<file path="config.mk">
export PLATFORM = sky130hd
export DESIGN_NAME = iter_divider
export DESIGN_NICKNAME = d
export VERILOG_FILES = /design/src/rtl/iter_divider_pkg.sv /design/src/rtl/iter_divider_div_step.sv /design/src/rtl/iter_divider.sv
export SDC_FILE = /design/constraint.sdc
export NUM_CORES = 1
export LEC_CHECK = 0
export ABC_AREA = 0
export CAP_MARGIN = 20
export CORE_UTILIZATION = 40
export CTS_CLUSTER_SIZE = 14
export DETAILED_ROUTE_END_ITERATION = 10
export HOLD_SLACK_MARGIN = 0.1
export PLACE_DENSITY = 0.65
export RECOVER_POWER = 50
export SYNTH_ARGS = -nofsm -noshare
export SYNTH_HDL_FRONTEND = slang
export SYNTH_SLANG_ARGS = --single-unit
export TNS_END_PERCENT = 20
</file>
<file path="constraint.sdc">
create_clock -name clk -period 5.4 [get_ports clk]
set_input_delay 1.35 -clock clk [delete_from_list [all_inputs] [get_ports clk]]
set_output_delay 1.35 -clock clk [all_outputs]
set_load 0.005 [all_outputs]
</file>
<file path="src/rtl/iter_divider_pkg.sv">
// Shared types and width defaults for the iterative divider.
package iter_divider_pkg;

    // Default operand width, quotient bits per cycle and tag width.
    localparam int unsigned DIV_WIDTH_DEF = 32;
    localparam int unsigned DIV_BPC_DEF   = 1;
    localparam int unsigned DIV_TAG_W_DEF = 5;

    typedef enum logic [1:0] {
        ST_IDLE = 2'd0,
        ST_BUSY = 2'd1,
        ST_DONE = 2'd2
    } state_e;

    // Per-operation flags latched at accept time.
    typedef struct packed {
        logic use_mod;
        logic neg_q;
        logic neg_r;
    } op_flags_t;

endpackage

</file>
<file path="src/rtl/iter_divider_div_step.sv">
// One restoring division step: shifted partial remainder in, quotient bit and new remainder out.
module iter_divider_div_step #(
    parameter int unsigned WIDTH = 32
) (
    input  logic [WIDTH:0]   part_i,
    input  logic [WIDTH-1:0] dvs_i,
    output logic             q_bit_o,
    output logic [WIDTH-1:0] rem_o
);

    logic [WIDTH:0] diff_c;

    // Trial subtract; the remainder invariant keeps the borrow in the top bit.
    always_comb begin
        diff_c  = part_i - {1'b0, dvs_i};
        q_bit_o = ~diff_c[WIDTH];
        rem_o   = q_bit_o ? diff_c[WIDTH-1:0] : part_i[WIDTH-1:0];
    end

endmodule

</file>
<file path="src/rtl/iter_divider.sv">
// Multi-cycle restoring divider with signed/unsigned, quotient/remainder select and flush.
module iter_divider
    import iter_divider_pkg::*;
#(
    parameter int unsigned WIDTH          = DIV_WIDTH_DEF,
    parameter int unsigned BITS_PER_CYCLE = DIV_BPC_DEF,
    parameter int unsigned TAG_W          = DIV_TAG_W_DEF
) (
    input  logic             clk,
    input  logic             reset,
    input  logic             in_valid,
    output logic             in_ready,
    input  logic             in_signed,
    input  logic             in_use_mod,
    input  logic [WIDTH-1:0] in_src1,
    input  logic [WIDTH-1:0] in_src2,
    input  logic [TAG_W-1:0] in_tag,
    input  logic             flush,
    output logic             out_valid,
    input  logic             out_ready,
    output logic [WIDTH-1:0] out_result,
    output logic [TAG_W-1:0] out_tag,
    output logic             busy
);

    localparam int unsigned N     = WIDTH / BITS_PER_CYCLE;
    localparam int unsigned CNT_W = $clog2(N + 1);

    state_e           state_q, state_d;
    logic [CNT_W-1:0] cnt_q, cnt_d;
    logic [WIDTH-1:0] rem_q, rem_d;
    logic [WIDTH-1:0] quo_q, quo_d;
    logic [WIDTH-1:0] dvs_q, dvs_d;
    logic [TAG_W-1:0] tag_q, tag_d;
    op_flags_t        flags_q, flags_d;

    logic             accept;
    logic [WIDTH-1:0] mag1, mag2;
    logic [WIDTH-1:0] quo_fix, rem_fix;

    logic [WIDTH-1:0] rem_chain [BITS_PER_CYCLE+1];
    logic [WIDTH-1:0] quo_chain [BITS_PER_CYCLE+1];

    assign in_ready  = ~flush & ((state_q == ST_IDLE) | ((state_q == ST_DONE) & out_ready));
    assign accept    = in_valid & in_ready;
    assign out_valid = (state_q == ST_DONE);
    assign busy      = (state_q != ST_IDLE);
    assign out_tag   = tag_q;

    // Chain of restoring steps retiring BITS_PER_CYCLE quotient bits per edge.
    assign rem_chain[0] = rem_q;
    assign quo_chain[0] = quo_q;
    for (genvar k = 0; k < BITS_PER_CYCLE; k++) begin : g_step
        logic q_bit;
        iter_divider_div_step #(.WIDTH(WIDTH)) u_step (
            .part_i  ({rem_chain[k], quo_chain[k][WIDTH-1]}),
            .dvs_i   (dvs_q),
            .q_bit_o (q_bit),
            .rem_o   (rem_chain[k+1])
        );
        assign quo_chain[k+1] = {quo_chain[k][WIDTH-2:0], q_bit};
    end

    // Operand magnitudes for signed mode.
    always_comb begin
        mag1 = (in_signed && in_src1[WIDTH-1]) ? (~in_src1 + WIDTH'(1)) : in_src1;
        mag2 = (in_signed && in_src2[WIDTH-1]) ? (~in_src2 + WIDTH'(1)) : in_src2;
    end

    // Sign fix-up and result select, driven only from registered state.
    always_comb begin
        quo_fix    = flags_q.neg_q ? (~quo_q + WIDTH'(1)) : quo_q;
        rem_fix    = flags_q.neg_r ? (~rem_q + WIDTH'(1)) : rem_q;
        out_result = '0;
        if (state_q == ST_DONE) begin
            out_result = flags_q.use_mod ? rem_fix : quo_fix;
        end
    end

    // Next-state and datapath update.
    always_comb begin
        state_d = state_q;
        cnt_d   = cnt_q;
        rem_d   = rem_q;
        quo_d   = quo_q;
        dvs_d   = dvs_q;
        tag_d   = tag_q;
        flags_d = flags_q;

        case (state_q)
            ST_BUSY: begin
                rem_d = rem_chain[BITS_PER_CYCLE];
                quo_d = quo_chain[BITS_PER_CYCLE];
                cnt_d = cnt_q - CNT_W'(1);
                if (cnt_q == CNT_W'(1)) begin
                    state_d = ST_DONE;
                end
            end
            ST_DONE: begin
                if (out_ready) begin
                    state_d = ST_IDLE;
                end
            end
            default: ;
        endcase

        if (accept) begin
            tag_d           = in_tag;
            flags_d.use_mod = in_use_mod;
            if (in_src2 == '0) begin
                // Divide by zero bypasses iteration; results are raw.
                quo_d         = '1;
                rem_d         = in_src1;
                dvs_d         = '0;
                cnt_d         = '0;
                flags_d.neg_q = 1'b0;
                flags_d.neg_r = 1'b0;
                state_d       = ST_DONE;
            end else begin
                quo_d         = mag1;
                rem_d         = '0;
                dvs_d         = mag2;
                cnt_d         = CNT_W'(N);
                flags_d.neg_q = in_signed & (in_src1[WIDTH-1] ^ in_src2[WIDTH-1]);
                flags_d.neg_r = in_signed & in_src1[WIDTH-1];
                state_d       = ST_BUSY;
            end
        end

        if (flush) begin
            state_d = ST_IDLE;
            cnt_d   = '0;
        end
    end

    // State register with synchronous reset.
    always_ff @(posedge clk) begin
        if (reset) begin
            state_q <= ST_IDLE;
            cnt_q   <= '0;
            rem_q   <= '0;
            quo_q   <= '0;
            dvs_q   <= '0;
            tag_q   <= '0;
            flags_q <= '0;
        end else begin
            state_q <= state_d;
            cnt_q   <= cnt_d;
            rem_q   <= rem_d;
            quo_q   <= quo_d;
            dvs_q   <= dvs_d;
            tag_q   <= tag_d;
            flags_q <= flags_d;
        end
    end

endmodule

</file>
Word-level counts from Yosys, hierarchy flattened:

Cells that the tools add are included.

* input port bits: 76
* logic and storage cells: 65
* flip-flop bits (word level): 112

* eq/ne operators: 5
* add/subtract/negate cells: 6
* bitwise gates (word level): 13
* muxes and demuxes: 23
* reductions and logical operators: 9

Operator list (number)
* 32-bit 2-to-1 mux: 14
* 32-bit by 1-bit adder with 32-bit output, second input constant: 4
* 32-bit NOT: 4
* 33-bit by 32-bit subtractor with 33-bit output: 1
* 32-bit logical NOT: 1
* 6-bit 2-to-1 mux: 3
* 2-bit 2-to-1 mux: 5
* 6-bit by 1-bit == test with 1-bit output, second input constant: 1
* 6-bit by 1-bit subtractor with 6-bit output, second input constant: 1
* 1-bit bitwise AND: 5
* 2-bit one-hot mux with 2 select lines: 1
* 2-bit nonzero test: 2
* 3-bit by 1-bit != test with 1-bit output, second input constant: 1
* 3-bit != test, second input constant: 1
* 3-bit AND reduction: 1
* 3-bit nonzero test: 1
* 2-bit by 1-bit == test with 1-bit output, second input constant: 1
* 2-bit == test, second input constant: 1
* 1-bit logical AND: 2
* 2-bit logical NOT: 1
* 1-bit NOT: 2
* 2-bit OR reduction: 1
* 1-bit OR: 1
* 1-bit XOR: 1

Depth between registers and ports, before layout:

Gate-level depths: netlist of the first run.

* depth after elaboration: 7
* gate-level depth with buffers: 13
* mapped depth without buffers: 12

Cells and area by module:

Synthesis of the first run repeated with hierarchy kept, for this count alone.

* cell total of the unflattened synthesis: 1306
* area, all modules: 10390.0 um^2

Modules (own cells, without submodules)
* iter_divider: times used 1, seq. area each 2242.2 um^2, area an instance 8031.5 um^2, cells an instance 1001
* iter_divider_div_step: times used 1, seq. area each 0.0 um^2, area an instance 2358.5 um^2, cells an instance 305

Worst setup path before layout of the first run:

No wires, ideal clock.

* path kind: register to output
* start: register quo_q[6]
* end: output out_result[27]
* buffers on the path: 0
* slack: 1.254 ns
* cell stages (with the launch flop): 10
* data arrival time: 2.796 ns
* data required time: 4.050 ns
* path through: dfxtp_1 > or4_1 > or3_1 > or3_1 > or3_4 > o31a_1 > a21oi_2 > xnor2_1 > nor2_1 > a211oi_1

* cells in the longest elaborated chain, start to end: 5

Ends and longest elaborated chain
* start, declared: line iter_divider.sv:32 `logic [WIDTH-1:0] quo_q, quo_d;`
* start signal, assigned: line iter_divider.sv:150 `quo_q <= quo_d;`
* 32-bit NOT: line iter_divider.sv:72 `quo_fix = flags_q.neg_q ? (~quo_q + WIDTH'(1)) : quo_q;`
* 32-bit by 1-bit adder with 32-bit output: line iter_divider.sv:72
* 32-bit 2-to-1 mux: line iter_divider.sv:72
* 32-bit 2-to-1 mux: line iter_divider.sv:76 `out_result = flags_q.use_mod ? rem_fix : quo_fix;`
* 32-bit 2-to-1 mux: line iter_divider.sv:75 `if (state_q == ST_DONE) begin`
* end, declared: line iter_divider.sv:21 `output logic [WIDTH-1:0] out_result,`

Every way passes these cells.

Final worst setup path of the first run:

Same ends and word-level chain as after synthesis.

==> results of run 1 <==
-- flip-flops by register name, indices dropped and copies added, names as in the netlist --
name and flops:
cnt_q 6, dvs_q 32, flags_q 3, out_tag 5
quo_q 32, rem_q 32, state_q 2
-- cell families (layout without fill, tap and decap cells) --
logic type	Yosys count	after routing
and+or+nand+nor	419	419
AOI/OAI and AO/OA	415	415
xor gates and xnor gates	148	148
buffers and inverters	146	213
DFF	112	112
adders and majority gates	39	39
muxes	27	27
-- layout make-up --
cell class | instances | area, sq um
Clock buffer | 11 | 242.7
Clock inverter | 5 | 32.53
Fill cell | 2433 | 12260
Inverter | 61 | 229.0
Multi-Input combinational cell | 1048 | 6843
Sequential cell | 112 | 2245
Tap cell | 319 | 399.1
Timing Repair Buffer | 136 | 1296
-- power groups by stage --
stage                     sequential [mW]  combinational, mW  clock (mW)
after floorplan                     0.963              0.949           0
after global placement               1.00               1.25           0
after detailed placement             1.00               1.26           0
after CTS                           0.982               1.27       0.685
after global routing                0.996               1.42       0.712
final                               0.984               1.28       0.667
-- cells in the mapped netlist (11+ instances only) --
| master | instances |
|---|---|
| sky130_fd_sc_hd__a211oi_1 | 58 |
| sky130_fd_sc_hd__a21o_1 | 17 |
| sky130_fd_sc_hd__a21oi_1 | 145 |
| sky130_fd_sc_hd__a221oi_1 | 24 |
| sky130_fd_sc_hd__clkbuf_1 | 69 |
| sky130_fd_sc_hd__dfxtp_1 | 112 |
| sky130_fd_sc_hd__ha_1 | 38 |
| sky130_fd_sc_hd__inv_1 | 61 |
| sky130_fd_sc_hd__mux2_2 | 14 |
| sky130_fd_sc_hd__mux2i_1 | 13 |
| sky130_fd_sc_hd__nand2_1 | 104 |
| sky130_fd_sc_hd__nand2b_1 | 11 |
| sky130_fd_sc_hd__nand3_1 | 22 |
| sky130_fd_sc_hd__nor2_1 | 146 |
| sky130_fd_sc_hd__nor3_1 | 36 |
| sky130_fd_sc_hd__nor4_1 | 19 |
| sky130_fd_sc_hd__o21ai_0 | 49 |
| sky130_fd_sc_hd__o31ai_1 | 24 |
| sky130_fd_sc_hd__o41ai_1 | 11 |
| sky130_fd_sc_hd__or3_1 | 18 |
| sky130_fd_sc_hd__xnor2_1 | 80 |
| sky130_fd_sc_hd__xor2_1 | 67 |
-- through the flow --
| step | utilization [%] | hold WS (ps) | power (mW) |
|---|---|---|---|
| after floorplan | - | 431.9 | 1.912 |
| after global placement | 46.73 | 440.7 | 2.253 |
| after detailed placement | 46.78 | 446.5 | 2.264 |
| after CTS | 47.95 | 457.3 | 2.938 |
| after global routing | 47.94 | 473.9 | 3.127 |
| final | 47.94 | 452.7 | 2.929 |
-- repair_timing --
action	in CTS	in global routing
buffers inserted	0	1
setup endpoints to repair	0	2
gates resized for setup	0	5
hold buffers	0	0
-- worst register-to-register path: cells and delay by family, from the launching register on --
| family | cells | cell delay, ps |
|---|---|---|
| AND/OR/NAND/NOR | 1 | 200 |
| flip-flops | 1 | 350 |
| multiplexers | 1 | 110 |
| XOR/XNOR | 1 | 690 |
| adder cells (fa/ha/maj) | 2 | 670 |
| AO/OA/AOI/OAI | 5 | 1550 |
| buffers and inverters | 2 | 450 |
-- layer usage --
metal / share of wire, % / vias to the layer above / routed length, microns
met2: 49 / 274 / 14650
met4: 2.4 / 0 / 718
met3: 4.4 / 49 / 1317
met1: 44 / 4636 / 13370
li1: - / 4846 / -
met5: 0 / - / 0
-- worst max path at each step --
stage,end,slack (ps)
floorplan,out_result[27],1250
global placement,out_result[24],550
detailed placement,out_result[27],510
CTS,out_result[27],90
global route,out_result[24],10
finish,out_result[27],200
==> impl_metrics.tcl, run 1 <==
set metrics [dict create \
    port_buffers 115 \
    tightestPinTransition_ps 2370 \
    whs_path_depth 2 \
    grt_util_met3_pct 2.726 \
    worst_ep_required_time_ps 4050 \
    timing.critical_path.max_delay_family "simple AND/OR/NAND/NOR gates" \
    clock.fmax_ghz 0.1924 \
    synth-simple-area-share_pct 20.86 \
    finish.net_count 1483 \
    timing_worst_setup_path_type "reg -> out" \
    synth_largest_type_area_fraction_pct 23.34 \
    class_of_the_most_critical_hold_timing_path "reg -> reg" \
    syn_avg_cell_area_sq_um 7.357 \
    worstPathArrival_ps 3850 \
    dpl.hpwl_microns 22350 \
    cts.clk_slew.worst_paths_ps 80 \
    instances_no_fill 1692 \
    p_sw_mw 1.146 \
    place_ws_ps 506.3 \
    placed_cells_incl_taps 1675 \
    start_util_pct 40.81 \
    design.portCount 116 \
    power.density_nw_per_um2 259.5 \
    whs_endpoint "out_tag[2]$_SDFFE_PP0P_" \
    clkPwrFrac_pct 22.8 \
    synth_fa_ha_area_share_pct 5.157 \
    seq_power_share_pct 33.6 \
    synth_top_family_by_area "compound AO/OA/AOI/OAI gates" \
    postRouteWirelength_microns 30060 \
    crit-reg2reg-launch "quo_q[31]$_SDFFE_PP0P_" \
    detail_route.first_pass.iterations 5 \
    insertedDiodeCount 0 \
    path_buf_inv 1 \
    route.vias.total 9805 \
    global_route.peak_usage_layer "met2" \
    synth-edff-count 0 \
    synth.ff_latch_count 112 \
    post_route_ant_nets 0 \
    grt_antenna_before_repair 0 \
    netlist_instances 1306 \
    gp_congestion 0.9026 \
    worstSetupStartpoint "quo_q[6]$_SDFFE_PP0P_" \
    post-route-cell-area_sq_um 11290 \
    max_cap_viol_count 2 \
    xor_xnor_fraction_of_synth_area_pct 13.57 \
    placementRows 56 \
    synthDistinctLibCells 74 \
    crit_top_cell "sky130_fd_sc_hd__or3_1" \
    clkLatencyLatePin_ps 370 \
    grt_util_met1_pct 31.47 \
    async_s_r_ff_share_synth_pct 0 \
    reg2reg_setup_slack_ps 1250 \
    grt_setup_unrepaired "no" \
    tritoncts "yes" \
    cts_made_buffers 9 \
    worst_r2r_path_depth 12 \
    synth_warnings 0 \
    groute.usage.overall_pct 24.92 \
    synth_top_cells_by_area "sky130_fd_sc_hd__dfxtp_1, sky130_fd_sc_hd__a21oi_1, sky130_fd_sc_hd__xnor2_1" \
    chipHeight_microns 157.0 \
    start_kind "flop" \
    layout-area-overhead-vs-synth_pct 17.48 \
    drive_above_1_share_pct 5.754 \
    ys_seq_area_share_pct 23.34 \
    detail_route.wl_per_cell_microns 17.77 \
    die_area_sq_um 24640 \
    die_w_microns 157.0 \
    layout_min_cycle_time_ps 5198 \
    crit_slowest_cell "sky130_fd_sc_hd__or4_4" \
    synth.mux.area_fraction_pct 2.995 \
    cts-root-buf "sky130_fd_sc_hd__clkbuf_16" \
    status "complete, but fails checks" \
    intPower_mw 1.783 \
    synth_top_area_cell "sky130_fd_sc_hd__dfxtp_1" \
    vias_per_cell 5.795 \
    post_synth_instance_area_sq_um 9608 \
    max_h_tree_level 3 \
    peak_supply_drop_uv 153.7 \
    p_leak_nw 4.111 \
    grt_max_degree 74 \
    global_route.usage.met2_pct 43.83 \
    mappedNetlistNets 1421 \
    compound_gate_portion_of_the_synthesized_area_pct 28.26 \
    detail_route.drc_violations 0 \
    cp-end-kind "primary output" \
    finalHoldViolCount 0 \
    cp_num_cells 10 \
    cp_slowest_stage_delay_ps 550 \
    synth-main-ff-cell "sky130_fd_sc_hd__dfxtp_1" \
    setup_viol_count_final 0 \
    gr-total-overflow 0 \
    number_of_global_route_vias_before_repair 9342 \
    drt-initial-drc-count 695 \
    final.setup.worst_slack_ps 202.4 \
    violated_checks "max-capacitance violations, max-slew violations" \
    combPwrFrac_pct 43.6 \
    cts_buffer_depth 2 \
    path_max_fanout 7 \
    hold_path.startpoint "out_tag[2]$_SDFFE_PP0P_" \
    setup-tns-final_ps 0 \
    r2r-end "rem_q[26]$_SDFFE_PP0P_" \
    final.period_utilization_pct 96.25 \
    maxSlewHeadroom_pct -57.99 \
    first_pass_grt_wire_length_microns 48600 \
    place_area_sq_um 11010 \
    sw_frac_of_total_pct 39.12 \
    timing_max_transition_violations_final 114 \
    finClkSkew_ps 11.99 \
    crit_path_cell_trace "or4_4, or3_1, or3_1, or3_4, o31a_1, a21oi_2, xnor2_1, nor2_1, a211oi_2, clkdlybuf4s50_1" \
    clock-sinks 112 \
    floorplan.core_area_sq_um 23540 \
    most-common-layout-cells "sky130_fd_sc_hd__a21oi_1, sky130_fd_sc_hd__nor2_1, sky130_fd_sc_hd__dfxtp_1, sky130_fd_sc_hd__nand2_1, sky130_fd_sc_hd__clkdlybuf4s50_1" \
]
Note: power is estimated with default switching activity, not from simulation.
==> inputs of run 2 (changes only) <==
--- a/config.mk
+++ b/config.mk
@@ -7,12 +7,14 @@
 export LEC_CHECK = 0
 export ABC_AREA = 0
 export CAP_MARGIN = 20
-export CORE_UTILIZATION = 40
+export CORE_UTILIZATION = 55
+export CTS_CLUSTER_DIAMETER = 80
 export CTS_CLUSTER_SIZE = 14
 export DETAILED_ROUTE_END_ITERATION = 10
 export HOLD_SLACK_MARGIN = 0.1
-export PLACE_DENSITY = 0.65
+export PLACE_DENSITY = 0.83
 export RECOVER_POWER = 50
+export SLEW_MARGIN = 25
 export SYNTH_ARGS = -nofsm -noshare
 export SYNTH_HDL_FRONTEND = slang
 export SYNTH_SLANG_ARGS = --single-unit
==> impl_metrics.tcl, run 2 (synthesis results as in run 1) <==
set metrics [dict create \
    status "complete, but fails checks" \
    violated_checks "max-capacitance violations, max-slew violations" \
    cts_buffer_depth 2 \
    sw_frac_of_total_pct 38.09 \
    p_sw_mw 1.119 \
    reg.largest.list "dvs_q (32), quo_q (32), rem_q (32)" \
    cts.clk_slew.worst_paths_ps 80 \
    most-common-layout-cells "sky130_fd_sc_hd__a21oi_1, sky130_fd_sc_hd__nor2_1, sky130_fd_sc_hd__dfxtp_1, sky130_fd_sc_hd__nand2_1, sky130_fd_sc_hd__clkdlybuf4s50_1" \
    postCtsResizedCells 0 \
    max_cap_viol_count 1 \
    start_util_pct 57.13 \
    clock.fmax_ghz 0.1910 \
    intPower_mw 1.819 \
    peak_supply_drop_uv 193.1 \
    groute.usage.overall_pct 32.15 \
    holdBufCountCts 0 \
    grt_antenna_before_repair 0 \
    finalHoldViolCount 0 \
    port_buffers 115 \
    number_of_global_route_vias_before_repair 9531 \
    layout-area-overhead-vs-synth_pct 15.87 \
    dpl.hpwl_microns 20910 \
    instances_no_fill 1589 \
    drive_above_1_share_pct 5.040 \
    class_of_the_most_critical_hold_timing_path "reg -> reg" \
    grt_setup_unrepaired "no" \
    gp_congestion 0.9715 \
    finish.net_count 1479 \
    detail_route.drc_violations 0 \
    gr-total-overflow 0 \
    drt-initial-drc-count 785 \
    die_area_sq_um 18000 \
    design.portCount 116 \
    setup_viol_count_final 0 \
    worstPathArrival_ps 3890 \
    postRouteWirelength_microns 28580 \
    clkLatencyLatePin_ps 370 \
    seq_power_share_pct 33.4 \
    power.density_nw_per_um2 263.9 \
    final.setup.worst_slack_ps 164.2 \
    clkPwrFrac_pct 23.3 \
    worst_ep_required_time_ps 4050 \
    clock-sinks 112 \
    layout_min_cycle_time_ps 5236 \
    post_route_ant_nets 0 \
    cts_made_buffers 9 \
    max_h_tree_level 3 \
    combPwrFrac_pct 43.2 \
    first_pass_grt_wire_length_microns 46560 \
    insertedDiodeCount 0 \
    cp-end-kind "primary output" \
    chipHeight_microns 134.2 \
    die_w_microns 134.2 \
    maxSlewHeadroom_pct -22.82 \
    vias_per_cell 6.368 \
    grt_max_degree 91 \
    tightestPinTransition_ps 1842 \
    setup-tns-final_ps 0 \
    tritoncts "yes" \
    path_max_fanout 7 \
    route.vias.total 10120 \
    cts_setup_buffers 0 \
    start_kind "flop" \
    placed_cells_incl_taps 1573 \
    final.period_utilization_pct 96.96 \
    place_ws_ps 548.0 \
    p_total_mw 2.938 \
    finClkSkew_ps 11.46 \
    timing_max_transition_violations_final 91 \
    detail_route.first_pass.iterations 6 \
    detail_route.wl_per_cell_microns 17.98 \
    cts-root-buf "sky130_fd_sc_hd__clkbuf_16" \
    timing_worst_setup_path_type "reg -> out" \
    placementRows 47 \
    p_leak_nw 4.097 \
    floorplan.core_area_sq_um 16820 \
    num-fill-cells 1521 \
]
==> run 2: path summary, 6_finish.rpt <==
check	startpoint	slack, ps	depth (start not counted)	end
max	quo_q[6]$_SDFFE_PP0P_	160	10	out_result[27]
min	out_tag[3]$_SDFFE_PP0P_	450	2	out_tag[3]$_SDFFE_PP0P_
max reg2reg	quo_q[31]$_SDFFE_PP0P_	1190	12	rem_q[4]$_SDFFE_PP0P_
min reg2reg	out_tag[3]$_SDFFE_PP0P_	450	2	out_tag[3]$_SDFFE_PP0P_
==> run 2: layout make-up <==
cell class	count	area [sq um]	share of cell area, %
Clock inverter	4	52.55	0.4720
Clock buffer	12	236.5	2.124
Timing Repair Buffer	132	1262	11.34
Inverter	61	229.0	2.057
Sequential cell	112	2243	20.15
Tap cell	220	275.3	2.472
Multi-Input combinational cell	1048	6834	61.38
==> run 2: power by group through the flow <==
stage	combinational (mW)	sequential [mW]	clock (mW)
final	1.27	0.982	0.686
after global routing	1.40	0.991	0.731
after CTS	1.26	0.979	0.695
after detailed placement	1.25	0.998	0
after global placement	1.23	0.995	0
after floorplan	0.949	0.963	0
==> run 2: metal layers <==
layer / routed length [microns] / GRT usage, % / vias up
met4: 1042 / 14.86 / 0
met2: 13920 / 56.25 / 418
met3: 1947 / 5.026 / 84
met1: 11670 / 38.53 / 4771
li1: - / - / 4845
met5: 0 / 0 / -
==> run 2: per-stage QoR <==
stage	cell area, sq um	hold WS, ps	utilization [%]
after floorplan	9608	431.9	-
after global placement	10860	441.1	64.58
after detailed placement	10860	444.9	64.58
after CTS	11150	455.3	66.30
after global routing	11130	467.1	66.20
final	11130	451.8	66.20
==> run 2: worst max-delay path: stages (launching register included) <==
cell	delay (ps)
sky130_fd_sc_hd__dfxtp_1	380
sky130_fd_sc_hd__or4_4	560
sky130_fd_sc_hd__or3_1	350
sky130_fd_sc_hd__or3_1	400
sky130_fd_sc_hd__or3_4	370
sky130_fd_sc_hd__o31a_1	340
sky130_fd_sc_hd__a21oi_2	140
sky130_fd_sc_hd__xnor2_1	140
sky130_fd_sc_hd__nor2_1	60
sky130_fd_sc_hd__a211oi_1	240
sky130_fd_sc_hd__clkdlybuf4s50_1	530
